$ cat config.mk
export PLATFORM = sky130hd
export DESIGN_NAME = prio_index_decoder
export DESIGN_NICKNAME = d
export VERILOG_FILES = /design/src/rtl/prio_index_decoder.sv
export SDC_FILE = /design/constraint.sdc
export NUM_CORES = 1
export LEC_CHECK = 0
export ABC_CLOCK_PERIOD_IN_PS = 4460
export BUFFER_PORTS_ARGS = -buffer_cell sky130_fd_sc_hd__buf_4
export CAP_MARGIN = 20
export CORE_UTILIZATION = 35
export CTS_CLUSTER_DIAMETER = 30
export DETAILED_ROUTE_END_ITERATION = 7
export PLACE_DENSITY = 0.63
export SLEW_MARGIN = 20
export SYNTH_ARGS = -nofsm -noshare
export SYNTH_HDL_FRONTEND = slang
export SYNTH_SLANG_ARGS = --single-unit
$ cat constraint.sdc
create_clock -name clk -period 4.46 [get_ports clk]
set_input_delay 0.892 -clock clk [delete_from_list [all_inputs] [get_ports clk]]
set_output_delay 0.892 -clock clk [all_outputs]
set_load 0.005 [all_outputs]
$ cat src/rtl/prio_index_decoder.sv
// -----------------------------------------------------------------------------
// prio_index_decoder
//
// Buffered one-hot decoder for the encoded request link. The producer hands
// over {in_none, in_idx} entries through a valid/ready handshake. Entries are
// queued in a DEPTH-entry FIFO. The head entry is presented downstream as a
// one-hot vector through a second valid/ready handshake.
//
// Parameters
//   IDX_W   encoded index width; OUT_W = 2**IDX_W one-hot output width
//   DEPTH   FIFO entries, power of two and >= 2
//
// Ports
//   clk          rising-edge clock
//   rst_n        asynchronous active-low reset, flushes the FIFO
//   in_idx       encoded index of the offered entry
//   in_none      offered entry carries no request (decodes to all-zero)
//   in_valid     producer offers an entry
//   in_ready     FIFO has room (registered count only, no pass-through)
//   out_onehot   decoded head entry, zero when empty or head is "none"
//   out_valid    head entry present
//   out_ready    consumer takes the head entry
//   pending      sticky OR of consumed vectors     (PENDING_VEC_EN only)
//   clr_pending  clears pending, same-cycle pop wins (PENDING_VEC_EN only)
//
// Build option
//   PENDING_VEC_EN  when defined, adds the pending register and the
//                   pending/clr_pending ports. When undefined, no extra flops.
// -----------------------------------------------------------------------------

// One output line of the decoder: fires when the head entry is present, is a
// real request and its index matches this lane.
module prio_dec_lane #(
  parameter int IDX_W = 3,
  parameter int LANE  = 0
) (
  input  logic             vld_i,
  input  logic             none_i,
  input  logic [IDX_W-1:0] idx_i,
  output logic             hit_o
);
  assign hit_o = vld_i & ~none_i & (idx_i == IDX_W'(LANE));
endmodule

module prio_index_decoder #(
  parameter  int IDX_W = 3,
  parameter  int DEPTH = 2,
  localparam int OUT_W = 1 << IDX_W
) (
  input  logic             clk,
  input  logic             rst_n,
  input  logic [IDX_W-1:0] in_idx,
  input  logic             in_none,
  input  logic             in_valid,
  output logic             in_ready,
  output logic [OUT_W-1:0] out_onehot,
  output logic             out_valid,
  input  logic             out_ready
`ifdef PENDING_VEC_EN
  ,
  output logic [OUT_W-1:0] pending,
  input  logic             clr_pending
`endif
);

  localparam int PTR_W = $clog2(DEPTH);
  localparam int CNT_W = PTR_W + 1;

  typedef struct packed {
    logic             none;
    logic [IDX_W-1:0] idx;
  } entry_t;

  // Storage has no reset; occupancy is tracked by cnt_q, so stale contents
  // are never visible after a reset flush.
  entry_t           mem_q [DEPTH];
  entry_t           wr_ent;
  entry_t           head;

  logic [PTR_W-1:0] wr_ptr_q, wr_ptr_d;
  logic [PTR_W-1:0] rd_ptr_q, rd_ptr_d;
  logic [CNT_W-1:0] cnt_q, cnt_d;
  logic             push, pop;

  // Handshakes depend on registered count only: a pop in the same cycle as
  // a full FIFO does not open in_ready, keeping in->out free of comb paths.
  assign in_ready  = (cnt_q != CNT_W'(DEPTH));
  assign out_valid = (cnt_q != '0);
  assign push      = in_valid & in_ready;
  assign pop       = out_valid & out_ready;

  assign wr_ent.none = in_none;
  assign wr_ent.idx  = in_idx;

  always_comb begin
    wr_ptr_d = wr_ptr_q;
    rd_ptr_d = rd_ptr_q;
    cnt_d    = cnt_q;
    if (push) wr_ptr_d = wr_ptr_q + PTR_W'(1);
    if (pop)  rd_ptr_d = rd_ptr_q + PTR_W'(1);
    unique case ({push, pop})
      2'b10:   cnt_d = cnt_q + CNT_W'(1);
      2'b01:   cnt_d = cnt_q - CNT_W'(1);
      default: cnt_d = cnt_q;
    endcase
  end

  always_ff @(posedge clk or negedge rst_n) begin
    if (!rst_n) begin
      wr_ptr_q <= '0;
      rd_ptr_q <= '0;
      cnt_q    <= '0;
    end else begin
      wr_ptr_q <= wr_ptr_d;
      rd_ptr_q <= rd_ptr_d;
      cnt_q    <= cnt_d;
    end
  end

  always_ff @(posedge clk) begin
    if (push) mem_q[wr_ptr_q] <= wr_ent;
  end

  // Decode of the registered head entry, one lane per output line.
  assign head = mem_q[rd_ptr_q];

  for (genvar g = 0; g < OUT_W; g++) begin : g_lane
    prio_dec_lane #(
      .IDX_W (IDX_W),
      .LANE  (g)
    ) u_lane (
      .vld_i  (out_valid),
      .none_i (head.none),
      .idx_i  (head.idx),
      .hit_o  (out_onehot[g])
    );
  end

`ifdef PENDING_VEC_EN
  logic [OUT_W-1:0] pending_q, pending_d;

  // Clear is applied first so bits consumed in the clearing cycle survive.
  always_comb begin
    pending_d = clr_pending ? '0 : pending_q;
    if (pop) pending_d = pending_d | out_onehot;
  end

  always_ff @(posedge clk or negedge rst_n) begin
    if (!rst_n) pending_q <= '0;
    else        pending_q <= pending_d;
  end

  assign pending = pending_q;
`endif

endmodule

Word-level counts from Yosys, hierarchy flattened
Memories as Yosys holds them, arrays and structs flattened.
Index checks and enable logic that the tools add are counted.

word-level totals
  memories = 1
  bits in registers = 4
  output and inout bits = 10
  bits in writable memories = 8
  word-level logic and storage cells = 36
  input bits = 8

cells by class
  add/sub/neg operators = 4
  bitwise gates (word level) = 12
  reductions and logical operators = 3
  mux-type cells = 3
  equality and inequality tests = 10

memories
  memory  depth  bits a word  rd ports  clocked after memory_dff  wr ports  line  text
  mem_q   2      4            1         0                         1         76    entry_t mem_q [DEPTH];

operators by type and width
  kind                 number
  $eq 3x3->1 const B   4
  $and 1x1->1          11
  $eq 3x2->1 const B   2
  $pmux 2 s2           1
  $reduce_bool 2->1    2
  $eq 3x1->1 const B   1
  $logic_not 3->1      1
  $add 1x1->1 const B  2
  $add 2x1->2 const B  1
  $eq 2x1->1 const B   1
  $eq 2x2->1 const B   1
  $mux 1               2
  $ne 2x2->1 const B   1
  $sub 2x1->2 const B  1
  $not 1->1            1

Longest topological paths before layout
  word-level depth = 4
  gate-level depth with buffers = 7

Cells and area by module
A second synthesis with hierarchy kept.

unflattened totals
  cell total of the unflattened synthesis = 46
  area, all modules = 590.6 um2

by module, submodules not included
  module                                seq. area each (um2)  area each (um2)  cells an instance  times used
  prio_index_decoder                    340.3                 480.5            29                 1
  prio_dec_lane (g_lane[0].u_lane ...)  0.0                   12.5             2                  4
  prio_dec_lane (g_lane[1].u_lane ...)  0.0                   13.8             2                  2
  prio_dec_lane (g_lane[4].u_lane)      0.0                   17.5             2                  1
  prio_dec_lane (g_lane[7].u_lane)      0.0                   15.0             3                  1

Least setup slack after synthesis
No wires, ideal clock.

  kind = reg-to-output
  start point = register rd_ptr_q
  end point = output port out_onehot[4]
  stages on the path, launching flop included = 6
  data arrival time = 1,214 ps
  setup slack = 2,354 ps
  data required time = 3,568 ps
  path through = dfrtp_1 buf_6 mux2i_1 or3b_4 nor2_1 buf_4

on the way
  word-level cells in the longest chain between the ends = 4

ends and longest elaborated chain
  what                    line  text
  from (decl)             81    logic [PTR_W-1:0] rd_ptr_q, rd_ptr_d;
  from (signal assigned)  115   rd_ptr_q <= rd_ptr_d;
  $mem_v2 2x4 *           --
  $not 1->1               42    assign hit_o = vld_i & ~none_i & (idx_i == IDX_W'(LANE));
  $and 1x1->1             42
  $and 1x1->1 *           42
  to (decl)               56    output logic [OUT_W-1:0] out_onehot,

Every way passes the cells marked *; elsewhere a longest branch is shown, timed or not.

Final worst setup path
Same ends and word-level chain as after synthesis.

==> impl_metrics.tcl <==
set metrics [dict create \
    outcome "completed" \
    setup_tns_ns 0 \
    wire_per_inst_um 10.1 \
    synth_nets 67 \
    p_leak_nw 0.324 \
    rsz0062_at_grt "false" \
    hp-class "input pin to asynchronous set/reset pin" \
    die-width_um 44.6 \
    finClkSkew_ns 0.00200 \
    holdWs_ns 0.409 \
    routabilityCongestion 0.676 \
    fp.dieH_um 44.6 \
    antennaDiodeCount 0 \
    htreeDepth 1 \
    synthMostInstantiatedCell "nor2_1" \
    max_freq_ghz 0.385 \
    worstPathMaxFanout 11 \
    ios 18 \
    area_growth_syn_to_layout_pct 17.9 \
    portBuffers 17 \
    track_usage_pct 11.6 \
    grt_overflow_total 0 \
    post-cts-setup-buffers 0 \
    dpl.hpwl_um 809 \
    netlist.top_cell.by_area "edfxtp_1" \
    synthTopCellsByArea "edfxtp_1 (38%), dfrtp_1 (16%), buf_4 (9.4%), nor2_1 (7.7%), xnor2_1 (4.1%)" \
    worst_pin_slew_ns 0.349 \
    syn_inst 58 \
    drive_gt1_share_pct 31.4 \
    finalWirelength_um 956 \
    via_count 408 \
    cap_violations 0 \
    cts_buffer_depth 2 \
    synth_top_cell_area_share_pct 37.8 \
    vdd_ir_drop_max_mv 0.320 \
    vias_per_cell 4.29 \
    core_um2 1710 \
    synth.yosys.seq_area_share_pct 53.5 \
    clkSinkCount 12 \
    numCtsBuffers 3 \
    crit_type "flip-flop to output pin" \
    clockRootBuffer "clkbuf_4" \
    drt_pass1_iterations 3 \
    grt_pass1_vias 403 \
    ys_async_sr_fraction_pct 33.3 \
    syn-cell-area_um2 636 \
    slew_violations 0 \
    endpoint_kind "output pin" \
    synth_edf_count 8 \
    finalCriticalPeriod_ns 2.60 \
    setup_violations 0 \
    synth_ff_type "edfxtp_1" \
    clk_pin_slew_ns 0.07 \
    hold_buffers 0 \
    cts.repair.resized 0 \
    p_per_area_nw_per_um2 578 \
    worstSkewPairLatency_ns 0.26 \
    final_nets 80 \
    yosysWarnings 0 \
    num_rows 15 \
    antenna_found_initial 0 \
    synth_seq_cells 12 \
    drt_iter0_markers 4 \
    critPathArrivalTime_ns 1.70 \
    start_util_pct 37.2 \
    grt_max_degree 12 \
    antenna_left 0 \
    drc_errors 0 \
    postSynthAreaPerCell_um2 11.0 \
    setup.worst_path.start_class "flip-flop" \
    finalCritPeriodShare_pct 58.2 \
    cts_tree "built" \
    relSlewSlack_pct 76.7 \
    critPathRequiredTime_ns 3.57 \
    synthDistinctLibCells 22 \
    hold_viol_final 0 \
    grt_pass1_wl_mm 1.66 \
    dieArea_um2 1990 \
    fillers 190 \
    ys_top_cells_by_count "nor2_1 (13), buf_4 (8), edfxtp_1 (8)" \
]
==> registers in the layout, summed over array words and instances, names as in the netlist <==
| signal | cells |
|---|---|
| cnt_q | 2 |
| mem_q | 8 |
| rd_ptr_q | 1 |
| wr_ptr_q | 1 |
==> per-stage QoR <==
step | setup slack (ns) | util [%] | total power [mW] | instance area [µm²] | cells
6_report | 1.86 | 43.9 | 0.433 | 749 | 95
2_1_floorplan | 2.35 | - | 0.336 | 636 | 58
3_5_place_dp | 2.13 | 42.3 | 0.373 | 723 | 91
4_1_cts | 1.84 | 43.9 | 0.441 | 749 | 95
3_3_place_gp | 2.18 | 42.3 | 0.369 | 723 | 91
5_1_grt | 1.73 | 43.9 | 0.475 | 749 | 95
==> worst max-delay path, stage by stage (launching register included) <==
cell and delay, ns:
dfrtp_1 0.54, mux2i_1 0.26, or3b_4 0.42, nor2_1 0.10, buf_4 0.11
==> report_power, final <==
group          leakage [nW]  internal (mW)  switching (mW)  total, mW
Sequential            0.121          0.160          0.0364      0.196
Clock                0.0154         0.0323          0.0326     0.0649
Combinational         0.188         0.0928          0.0796      0.172
==> layout by cell type (no fill, tap or decap), drive strengths merged <==
master | Yosys | routed
or3b | 1 | 1
and3b | 1 | 1
nand2b | 1 | 1
dfrtp | 4 | 4
xnor2 | 3 | 3
clkbuf | 0 | 3
nand2 | 2 | 2
nand3 | 1 | 1
inv | 3 | 3
and3 | 1 | 1
a21oi | 1 | 1
nor3 | 1 | 1
xor2 | 2 | 2
mux2i | 2 | 2
edfxtp | 8 | 8
a32oi | 1 | 1
nor2 | 13 | 13
o32a | 1 | 1
buf | 9 | 17
ha | 1 | 1
and2 | 1 | 1
clkinv | 0 | 1
a31oi | 1 | 1
==> worst paths after layout <==
kind / slack (ns) / to / startpoint / cells after the start
setup / recovery: 1.86 / out_onehot[4] / rd_ptr_q$_DFFE_PN0P_ / 4
hold / removal: 0.41 / rd_ptr_q$_DFFE_PN0P_ / rst_n / 1
setup reg to reg: 2.94 / cnt_q[1]$_DFFE_PN0P_ / cnt_q[0]$_DFFE_PN0P_ / 6
hold reg to reg: 0.49 / wr_ptr_q$_DFFE_PN0P_ / wr_ptr_q$_DFFE_PN0P_ / 1
max in group asynchronous: 3.95 / cnt_q[0]$_DFFE_PN0P_ / rst_n / 1
min in group clk: 0.49 / wr_ptr_q$_DFFE_PN0P_ / wr_ptr_q$_DFFE_PN0P_ / 1
==> layer usage <==
layer	wire, µm	GRT usage [%]	vias to the layer above
met1	453	14.5	179
met2	433	19.1	15
li1	-	-	214
met4	0	7.27	0
met3	69	1.22	0
met5	0	0	-
==> cell families after synthesis <==
group                      after synthesis  share of synthesized area, %
muxes                                    2                          3.15
AOI/OAI and AO/OA                        4                          4.72
adders and majority gates                1                          1.97
buffers and inverters                   12                          13.0
DFF                                     12                          53.5
and+or+nand+nor                         22                          16.7
xor gates and xnor gates                 5                          6.89
==> cell type report <==
class | instances | area, µm² | area share (%)
tap | 25 | 31.3 | 4.17
inverter | 3 | 11.3 | 1.50
timing repair buffer | 17 | 128 | 17.0
clock inverter | 1 | 3.75 | 0.501
clock buffer | 3 | 22.5 | 3.01
sequential | 12 | 340 | 45.4
multi-input combinational | 34 | 213 | 28.4
(Power assumes the default switching activity.)
